## src/rtl/mem_write_packer.sv

```systemverilog
// mem_write_packer: coalesces flat byte writes into masked word writes
// for the DIM_X x DIM_Y word memory, dropping and counting OOB bytes.
module mem_write_packer #(
  parameter int DIM_X   = 3,
  parameter int DIM_Y   = 3,
  parameter int TIMEOUT = 8,
  parameter int CNT_W   = 8
) (
  input  logic             clk,
  input  logic             rst_n,
  input  logic             IN_valid,
  input  logic [7:0]       IN_addr,
  input  logic [7:0]       IN_data,
  input  logic             IN_flush,
  output logic [3:0]       OUT_waddr_x,
  output logic [3:0]       OUT_waddr_y,
  output logic [31:0]      OUT_wdata,
  output logic [3:0]       OUT_wmask,
  output logic             OUT_pending,
  output logic [CNT_W-1:0] OUT_oob_cnt
);

  localparam int TW = $clog2(TIMEOUT + 1);
  localparam logic [6:0] NW = 7'(DIM_X * DIM_Y);
  localparam logic [5:0] LDY = 6'(DIM_Y);
  localparam logic [TW-1:0] TLAST = TW'(TIMEOUT - 1);

  typedef enum logic {
    S_EMPTY = 1'b0,
    S_PART  = 1'b1
  } state_t;

  state_t           r_state, w_state_nx;
  logic [5:0]       r_widx, w_widx_nx;
  logic [31:0]      r_data, w_data_nx;
  logic [3:0]       r_mask, w_mask_nx;
  logic [TW-1:0]    r_timer, w_timer_nx;
  logic [CNT_W-1:0] r_oob;
  logic [3:0]       r_ox, r_oy, r_om;
  logic [31:0]      r_owd;

  logic [5:0]  w_widx;
  logic [1:0]  w_lane;
  logic        w_inb, w_acc, w_oob, w_same, w_tmo;
  logic [3:0]  w_lbit, w_mmask;
  logic [31:0] w_lword, w_lmsk, w_mdata;
  logic        w_emit;
  logic [5:0]  w_ewidx;
  logic [31:0] w_ewd;
  logic [3:0]  w_em;

  assign w_widx  = IN_addr[7:2];
  assign w_lane  = IN_addr[1:0];
  assign w_inb   = {1'b0, w_widx} < NW;
  assign w_acc   = IN_valid & w_inb;
  assign w_oob   = IN_valid & ~w_inb;
  assign w_same  = (r_state == S_PART) && (r_widx == w_widx);
  assign w_tmo   = (r_timer == TLAST);
  assign w_lbit  = 4'b0001 << w_lane;
  assign w_lword = 32'(IN_data) << {w_lane, 3'b000};
  assign w_lmsk  = 32'h0000_00FF << {w_lane, 3'b000};
  assign w_mdata = (r_data & ~w_lmsk) | w_lword;
  assign w_mmask = r_mask | w_lbit;

  // state, buffer, timer and drop counter registers
  always_ff @(posedge clk) begin
    if (!rst_n) begin
      r_state <= S_EMPTY;
      r_widx  <= '0;
      r_data  <= '0;
      r_mask  <= '0;
      r_timer <= '0;
      r_oob   <= '0;
    end else begin
      r_state <= w_state_nx;
      r_widx  <= w_widx_nx;
      r_data  <= w_data_nx;
      r_mask  <= w_mask_nx;
      r_timer <= w_timer_nx;
      if (w_oob && (r_oob != '1))
        r_oob <= r_oob + CNT_W'(1);
    end
  end

  // next buffer contents: load, merge, flush and idle timeout
  always_comb begin
    w_state_nx = r_state;
    w_widx_nx  = r_widx;
    w_data_nx  = r_data;
    w_mask_nx  = r_mask;
    w_timer_nx = r_timer;
    unique case (r_state)
      S_EMPTY: begin
        if (w_acc) begin
          w_widx_nx  = w_widx;
          w_data_nx  = w_lword;
          w_mask_nx  = w_lbit;
          w_timer_nx = '0;
          w_state_nx = IN_flush ? S_EMPTY : S_PART;
        end
      end
      S_PART: begin
        if (w_acc && w_same) begin
          w_data_nx  = w_mdata;
          w_mask_nx  = w_mmask;
          w_timer_nx = '0;
          if (w_mmask == 4'hF || IN_flush)
            w_state_nx = S_EMPTY;
        end else if (w_acc) begin
          w_widx_nx  = w_widx;
          w_data_nx  = w_lword;
          w_mask_nx  = w_lbit;
          w_timer_nx = '0;
        end else if (IN_flush || w_tmo) begin
          w_state_nx = S_EMPTY;
          w_timer_nx = '0;
        end else begin
          w_timer_nx = r_timer + TW'(1);
        end
      end
      default: w_state_nx = S_EMPTY;
    endcase
  end

  // which word (if any) leaves the buffer this cycle
  always_comb begin
    w_emit  = 1'b0;
    w_ewidx = r_widx;
    w_ewd   = r_data;
    w_em    = r_mask;
    unique case (r_state)
      S_EMPTY: begin
        if (w_acc && IN_flush) begin
          w_emit  = 1'b1;
          w_ewidx = w_widx;
          w_ewd   = w_lword;
          w_em    = w_lbit;
        end
      end
      S_PART: begin
        if (w_acc && w_same) begin
          if (w_mmask == 4'hF || IN_flush) begin
            w_emit = 1'b1;
            w_ewd  = w_mdata;
            w_em   = w_mmask;
          end
        end else if (w_acc || IN_flush || w_tmo) begin
          w_emit = 1'b1;
        end
      end
      default: w_emit = 1'b0;
    endcase
  end

  // registered write port: one-cycle mask pulse, address/data hold
  always_ff @(posedge clk) begin
    if (!rst_n) begin
      r_ox  <= '0;
      r_oy  <= '0;
      r_owd <= '0;
      r_om  <= '0;
    end else if (w_emit) begin
      r_ox  <= 4'(w_ewidx / LDY);
      r_oy  <= 4'(w_ewidx % LDY);
      r_owd <= w_ewd;
      r_om  <= w_em;
    end else begin
      r_om  <= '0;
    end
  end

  assign OUT_waddr_x = r_ox;
  assign OUT_waddr_y = r_oy;
  assign OUT_wdata   = r_owd;
  assign OUT_wmask   = r_om;
  assign OUT_pending = (r_state == S_PART);
  assign OUT_oob_cnt = r_oob;

endmodule

```

## config.mk

```make
export PLATFORM = sky130hd
export DESIGN_NAME = mem_write_packer
export DESIGN_NICKNAME = d
export VERILOG_FILES = /design/src/rtl/mem_write_packer.sv
export SDC_FILE = /design/constraint.sdc
export NUM_CORES = 1
export LEC_CHECK = 0
export CORE_MARGIN = 2
export CORE_UTILIZATION = 36
export DETAILED_ROUTE_END_ITERATION = 10
export DONT_BUFFER_PORTS = 1
export SLEW_MARGIN = 20
export SYNTH_ARGS = -nofsm -noshare
export SYNTH_HDL_FRONTEND = slang
export SYNTH_SLANG_ARGS = --single-unit
```

## constraint.sdc

```tcl
create_clock -name clk -period 10.1 [get_ports clk]
set_clock_uncertainty 0.15 [all_clocks]
set_input_delay 0.505 -clock clk [delete_from_list [all_inputs] [get_ports clk]]
set_output_delay 0.505 -clock clk [all_outputs]
set_load 0.1 [all_outputs]
```

==> reports/metrics.csv, run 1 <==
metric,value,unit
worst slew margin relative to its limit,28.89,%
number of global-route vias before repair,4212,
total number of vias,4400,
Synth cell types,61,
Critical Path Start,OUT_pending$_SDFF_PN0_,
Initial Util,36.92,%
CTS Hold Bufs,0,
number of flops mapped to enable cells by yosys,0,
most frequent cells in the layout,"dfxtp_1, nand2_1, nor2b_1",
Slew @ Worst Pin,1.065,ns
first-pass GRT wire length,21.41,mm
Yosys warning total,0,
"commonest non-fill, non-tap cell in the layout",dfxtp_1,
Setup TNS Final,0,ns
"CTS clk-pin slew, worst paths",0.07,ns
max-cap viol count,0,
Cells after Synth,576,
grt total ovfl,0,
P_int,613.5,µW
Clock Path Buffers,2,
hold slack,0.1278,ns
Layout area overhead,7.077,%
Gate power share,4.9,%
critical path startpoint category,flop,
commonest register cell after synthesis,dfxtp_1,
outcome,finished clean,
final setup violation count,0,
chip width,123.5,µm
worst-skew pair later-pin latency,0.34,ns
CTS tree,built,
critical path class,reg -> reg,
final hold violation count,0,
CORE AREA,13930,µm²
minimum clock period,4.263,ns
hpwl dp,9.246,mm
PD cells,150.6,nW/µm²
R2R Path Start,OUT_pending$_SDFF_PN0_,
CP required,10.20,ns
initial antenna violation count,0,
Max Clk Rate,234.6,MHz
crit end category,flop,
total die area,15260,µm²
TritonCTS buffer count,9,
clk root buf,clkbuf_16,
switching portion of total power,26.03,%
Clock power frac,42.7,%
GRT Overall Usage,18.01,%
dpl ws,5.614,ns
Final Worst Setup Slack,5.837,ns
largest net degree at the start of global routing,96,
max incr delay on CP,0.60,ns
die height,123.5,µm
drt pass-1 iters,6,
clock sinks,99,
H-tree depth,3,
I/O pin total,73,
RSZ-0062 raised after global routing,false,
final WL,13.74,mm
post_cts resized,0,
Worst VDD drop,85.64,µV
initial drt markers,389,
register area share after synthesis,38.52,%
routability cong.,0.8590,
asr flop ratio synth,0,%
Leakage,1.944,nW
synthesized flop and latch total,99,
crit path DAT,4.36,ns
Tot Pwr,829.4,µW
Mapped Area,5145,µm²
fin nets,566,
Hold Startpoint,rst_n,
switching pwr,215.9,µW
Antenna Nets Post-Route,0,
crit-path max FO,16,
n_diodes,0,
Port Buffers,0,
Crit path top cell by count,nand2_1,
worst hold-check path type,in -> reg,
# Post-CTS Setup Buffers,0,
final core occ,39.53,%
CP cell instances,nor4b_4 -> nand3_1 -> nand2_1 -> nand2_1 -> ha_1 -> a41o_1 -> a31oi_1 -> o21a_1 -> a21bo_2 -> mux2i_1 -> ha_1 -> a311o_1 -> xnor2_1 -> nand2_1 -> o211a_1,
Worst path slowest cell,nand3_1,
Flop pwr share,52.4,%
WL/cell,18.92,µm
share of cells above drive strength 1,12.82,%
Rows,43,
average size of a mapped cell,8.932,µm²
post-DR vias/cell,6.061,
Max Slew Vio Count,0,
Tcrit/Tclk final,42.21,%
syn_nets,600,
DR DRC count,0,
[metrics by stage]
| stage | area [µm²] | cells |
|---|---|---|
| 2_1_floorplan | 5145 | 576 |
| 3_3_place_gp | 5194 | 710 |
| 3_5_place_dp | 5194 | 710 |
| 4_1_cts | 5494 | 725 |
| 5_1_grt | 5509 | 726 |
| 6_report | 5509 | 726 |
[critical path, delay by kind of cell, from the launching register on]
family                   cells  cell delay, ns
XOR/XNOR                     1            0.14
AND/OR/NAND/NOR              5            1.54
adder cells (fa/ha/maj)      2            0.50
flip-flops                   1            0.33
AO/OA/AOI/OAI                6            1.30
multiplexers                 1            0.21
[power by group through the flow]
stage                     combinational, mW  clock [mW]  sequential (mW)
after global routing                 0.0451       0.377            0.436
after CTS                            0.0406       0.362            0.435
after detailed placement             0.0404           0            0.444
after global placement               0.0395           0            0.444
after floorplan                      0.0442           0            0.442
final                                0.0409       0.354            0.435
[worst paths after layout]
check / to / slack (ns) / cells past startpoint
worst max-delay path: OUT_waddr_y[0]$_SDFFE_PN0N_ / 5.84 / 15
worst min-delay path: OUT_oob_cnt[2]$_SDFFE_PN0P_ / 0.13 / 1
worst max register to register: OUT_waddr_y[0]$_SDFFE_PN0N_ / 5.84 / 15
worst min register to register: r_timer[1]$_SDFFE_PN0P_ / 0.34 / 2
[cells by family after synthesis]
kind of cell	Yosys count	share of synthesized area, %
muxes	37	8.025
buffers and inverters	56	4.596
DFF	99	38.52
and+or+nand+nor	175	19.09
xor gates and xnor gates	18	3.064
adders and majority gates	4	0.9728
AOI/OAI and AO/OA	187	25.73
[Yosys cell counts (all sizes together), types with 8 or more instances]
cell / instances / share of area, %
nor3: 8 / 1.2
o21ai: 42 / 4.1
a21oi: 40 / 4.0
nand3: 21 / 2.6
clkbuf: 39 / 2.9
mux2: 34 / 7.4
nor2: 27 / 2.0
dfxtp: 99 / 39
buf: 10 / 1.2
and2: 8 / 0.97
xnor2: 13 / 2.2
a222oi: 32 / 6.2
a22oi: 36 / 5.3
nor2b: 41 / 5.0
nand2: 41 / 3.0
[sequential cells by signal, summed over array words and instances (netlist names)]
register     flops
OUT_wdata       32
r_data          32
OUT_oob_cnt      8
r_widx           6
OUT_waddr_x      4
OUT_waddr_y      4
OUT_wmask        4
r_mask           4
r_timer          4
OUT_pending      1
[metal layers]
layer | GRT usage, % | vias to the layer above | wire (µm)
li1 | - | 2096 | -
met1 | 22.10 | 2118 | 5981
met2 | 29.46 | 158 | 6380
met3 | 4.843 | 28 | 1027
met4 | 8.026 | 0 | 347
met5 | 0 | - | 0
[cell type report]
class / count / area (µm²)
fillers: 1383 / 8426
multi-input cells: 421 / 2937
clock buffers: 10 / 239.0
inverters: 7 / 26.28
flip-flops and latches: 99 / 1983
well taps: 180 / 225.2
repair buffers: 4 / 37.54
clock inverters: 5 / 61.31
No activity file was read; power rests on OpenSTA's default activity.
==> run 2, diff against run 1 <==
==> constraint.sdc (replaced) <==
create_clock -name clk -period 4.11 [get_ports clk]
set_clock_uncertainty 0.15 [all_clocks]
set_input_delay 0.2055 -clock clk [delete_from_list [all_inputs] [get_ports clk]]
set_output_delay 0.2055 -clock clk [all_outputs]
set_load 0.1 [all_outputs]
==> reports/metrics.csv, run 2 (synthesis gave the netlist of run 1 again) <==
metric,value,unit
outcome,finished clean,
CP cell instances,xor2_1 -> o211a_1 -> nor2_1 -> a21oi_2 -> inv_1 -> ha_1 -> a41o_1 -> a31oi_1 -> o21a_1 -> a21bo_2 -> mux2i_1 -> ha_1 -> a311o_1 -> xnor2_1 -> nand2_1 -> o211a_1,
post-DR vias/cell,6.071,
Max Clk Rate,259.4,MHz
area of the multi-input gates,2942,µm²
final instance area,5741,µm²
crit end category,flop,
worst hold-check path type,in -> reg,
hpwl dp,9.254,mm
Antenna Nets Post-Route,0,
final core occ,41.20,%
Worst path slowest cell,dfxtp_1,
clock sinks,99,
Reg area,1983,µm²
Rows,43,
share of cells above drive strength 1,13.51,%
"CTS clk-pin slew, worst paths",0.07,ns
crit path DAT,3.96,ns
fin nets,590,
max incr delay on CP,0.59,ns
fin cells,750,
total number of vias,4553,
grt total ovfl,0,
die height,123.5,µm
CP required,4.21,ns
critical path startpoint category,flop,
worst slew margin relative to its limit,29.35,%
initial drt markers,660,
dpl cells,717,
n_diodes,0,
RSZ-0062 raised after global routing,false,
Max Slew Vio Count,0,
CP bufs+invs,1,
final WL,15.05,mm
routability cong.,0.9650,
CTS tree,built,
final setup violation count,0,
DR DRC count,0,
# Post-CTS Setup Buffers,0,
"commonest non-fill, non-tap cell in the layout",dfxtp_1,
number of global-route vias before repair,4494,
Slew @ Worst Pin,1.058,ns
drt pass-1 iters,6,
Port Buffers,0,
clk root buf,clkbuf_16,
Initial Util,36.92,%
total die area,15260,µm²
GRT Overall Usage,20.02,%
most frequent cells in the layout,"dfxtp_1, nand2_1, nor2b_1",
crit-path max FO,13,
Leakage,2.046,nW
final hold violation count,0,
CORE AREA,13930,µm²
largest net degree at the start of global routing,95,
Worst VDD drop,251.2,µV
Clock Path Buffers,2,
initial antenna violation count,0,
PD cells,360.3,nW/µm²
first-pass GRT wire length,23.39,mm
Setup TNS Final,0,ns
I/O pin total,73,
WL/cell,20.07,µm
"CP delay by family, top",compound AO/OA/AOI/OAI gates,
H-tree depth,3,
Tot Pwr,2.068,mW
max-cap viol count,0,
placed cell area,5246,µm²
worst-skew pair later-pin latency,0.35,ns
TritonCTS buffer count,9,
Tcrit/Tclk final,93.79,%
critical path class,reg -> reg,
minimum clock period,3.855,ns
fillers,1334,
Layout area overhead,11.58,%
chip width,123.5,µm
## run 2: layer usage
| layer | vias up | global-route usage [%] | share of wire (%) | routed length, µm |
|---|---|---|---|---|
| met1 | 2169 | 25.21 | 44 | 6589 |
| met2 | 209 | 31.59 | 46 | 6966 |
| met5 | - | 0 | 0 | 0 |
| met4 | 0 | 10.16 | 2.3 | 343 |
| li1 | 2145 | - | - | - |
| met3 | 30 | 5.120 | 7.7 | 1153 |
## run 2: metrics by stage
stage	hold WS [ns]	setup slack [ns]
4_1_cts	0.01730	0.2333
3_5_place_dp	0.1870	0.2515
2_1_floorplan	0.2004	0.1660
3_3_place_gp	0.1849	0.4281
6_report	0.04039	0.2554
5_1_grt	0.05961	0.03191
## run 2: worst reg2reg max path, delay by kind of cell (launching register included)
kind | cells | cell delay, ns
multiplexers | 1 | 0.19
flip-flops | 1 | 0.59
XOR/XNOR | 2 | 0.42
AND/OR/NAND/NOR | 2 | 0.15
buffers and inverters | 1 | 0.08
adder cells (fa/ha/maj) | 2 | 0.47
AO/OA/AOI/OAI | 8 | 1.70
## run 2: timing repair
action                                  CTS  global route
endpoints found under the setup margin    0             2
endpoints found under the hold margin    96             0
resized for setup                         0             1
hold buffers                             18             0
## run 2: final cells by class
type	count	share of cell area, %
clock buffer	10	3.989
clock inverter	5	1.090
inverter	7	0.4577
multi-input combinational	421	51.24
sequential	99	34.55
tap	180	3.923
timing repair buffer	28	4.752
## run 2: report_power, final
part           leakage, nW  switching (mW)  internal [mW]
combinational         1.11          0.0938         0.0583
clock                0.135           0.384          0.472
sequential           0.800          0.0861          0.974
## run 2: path summary, 6_finish.rpt
path | startpoint | endpoint | slack, ns | cells past startpoint
max | r_widx[4]$_SDFFE_PN0P_ | OUT_waddr_y[0]$_SDFFE_PN0N_ | 0.26 | 16
min | IN_addr[1] | OUT_wmask[1]$_SDFF_PN0_ | 0.04 | 3
max reg2reg | r_widx[4]$_SDFFE_PN0P_ | OUT_waddr_y[0]$_SDFFE_PN0N_ | 0.26 | 16
min reg2reg | r_timer[1]$_SDFFE_PN0P_ | r_timer[1]$_SDFFE_PN0P_ | 0.35 | 2
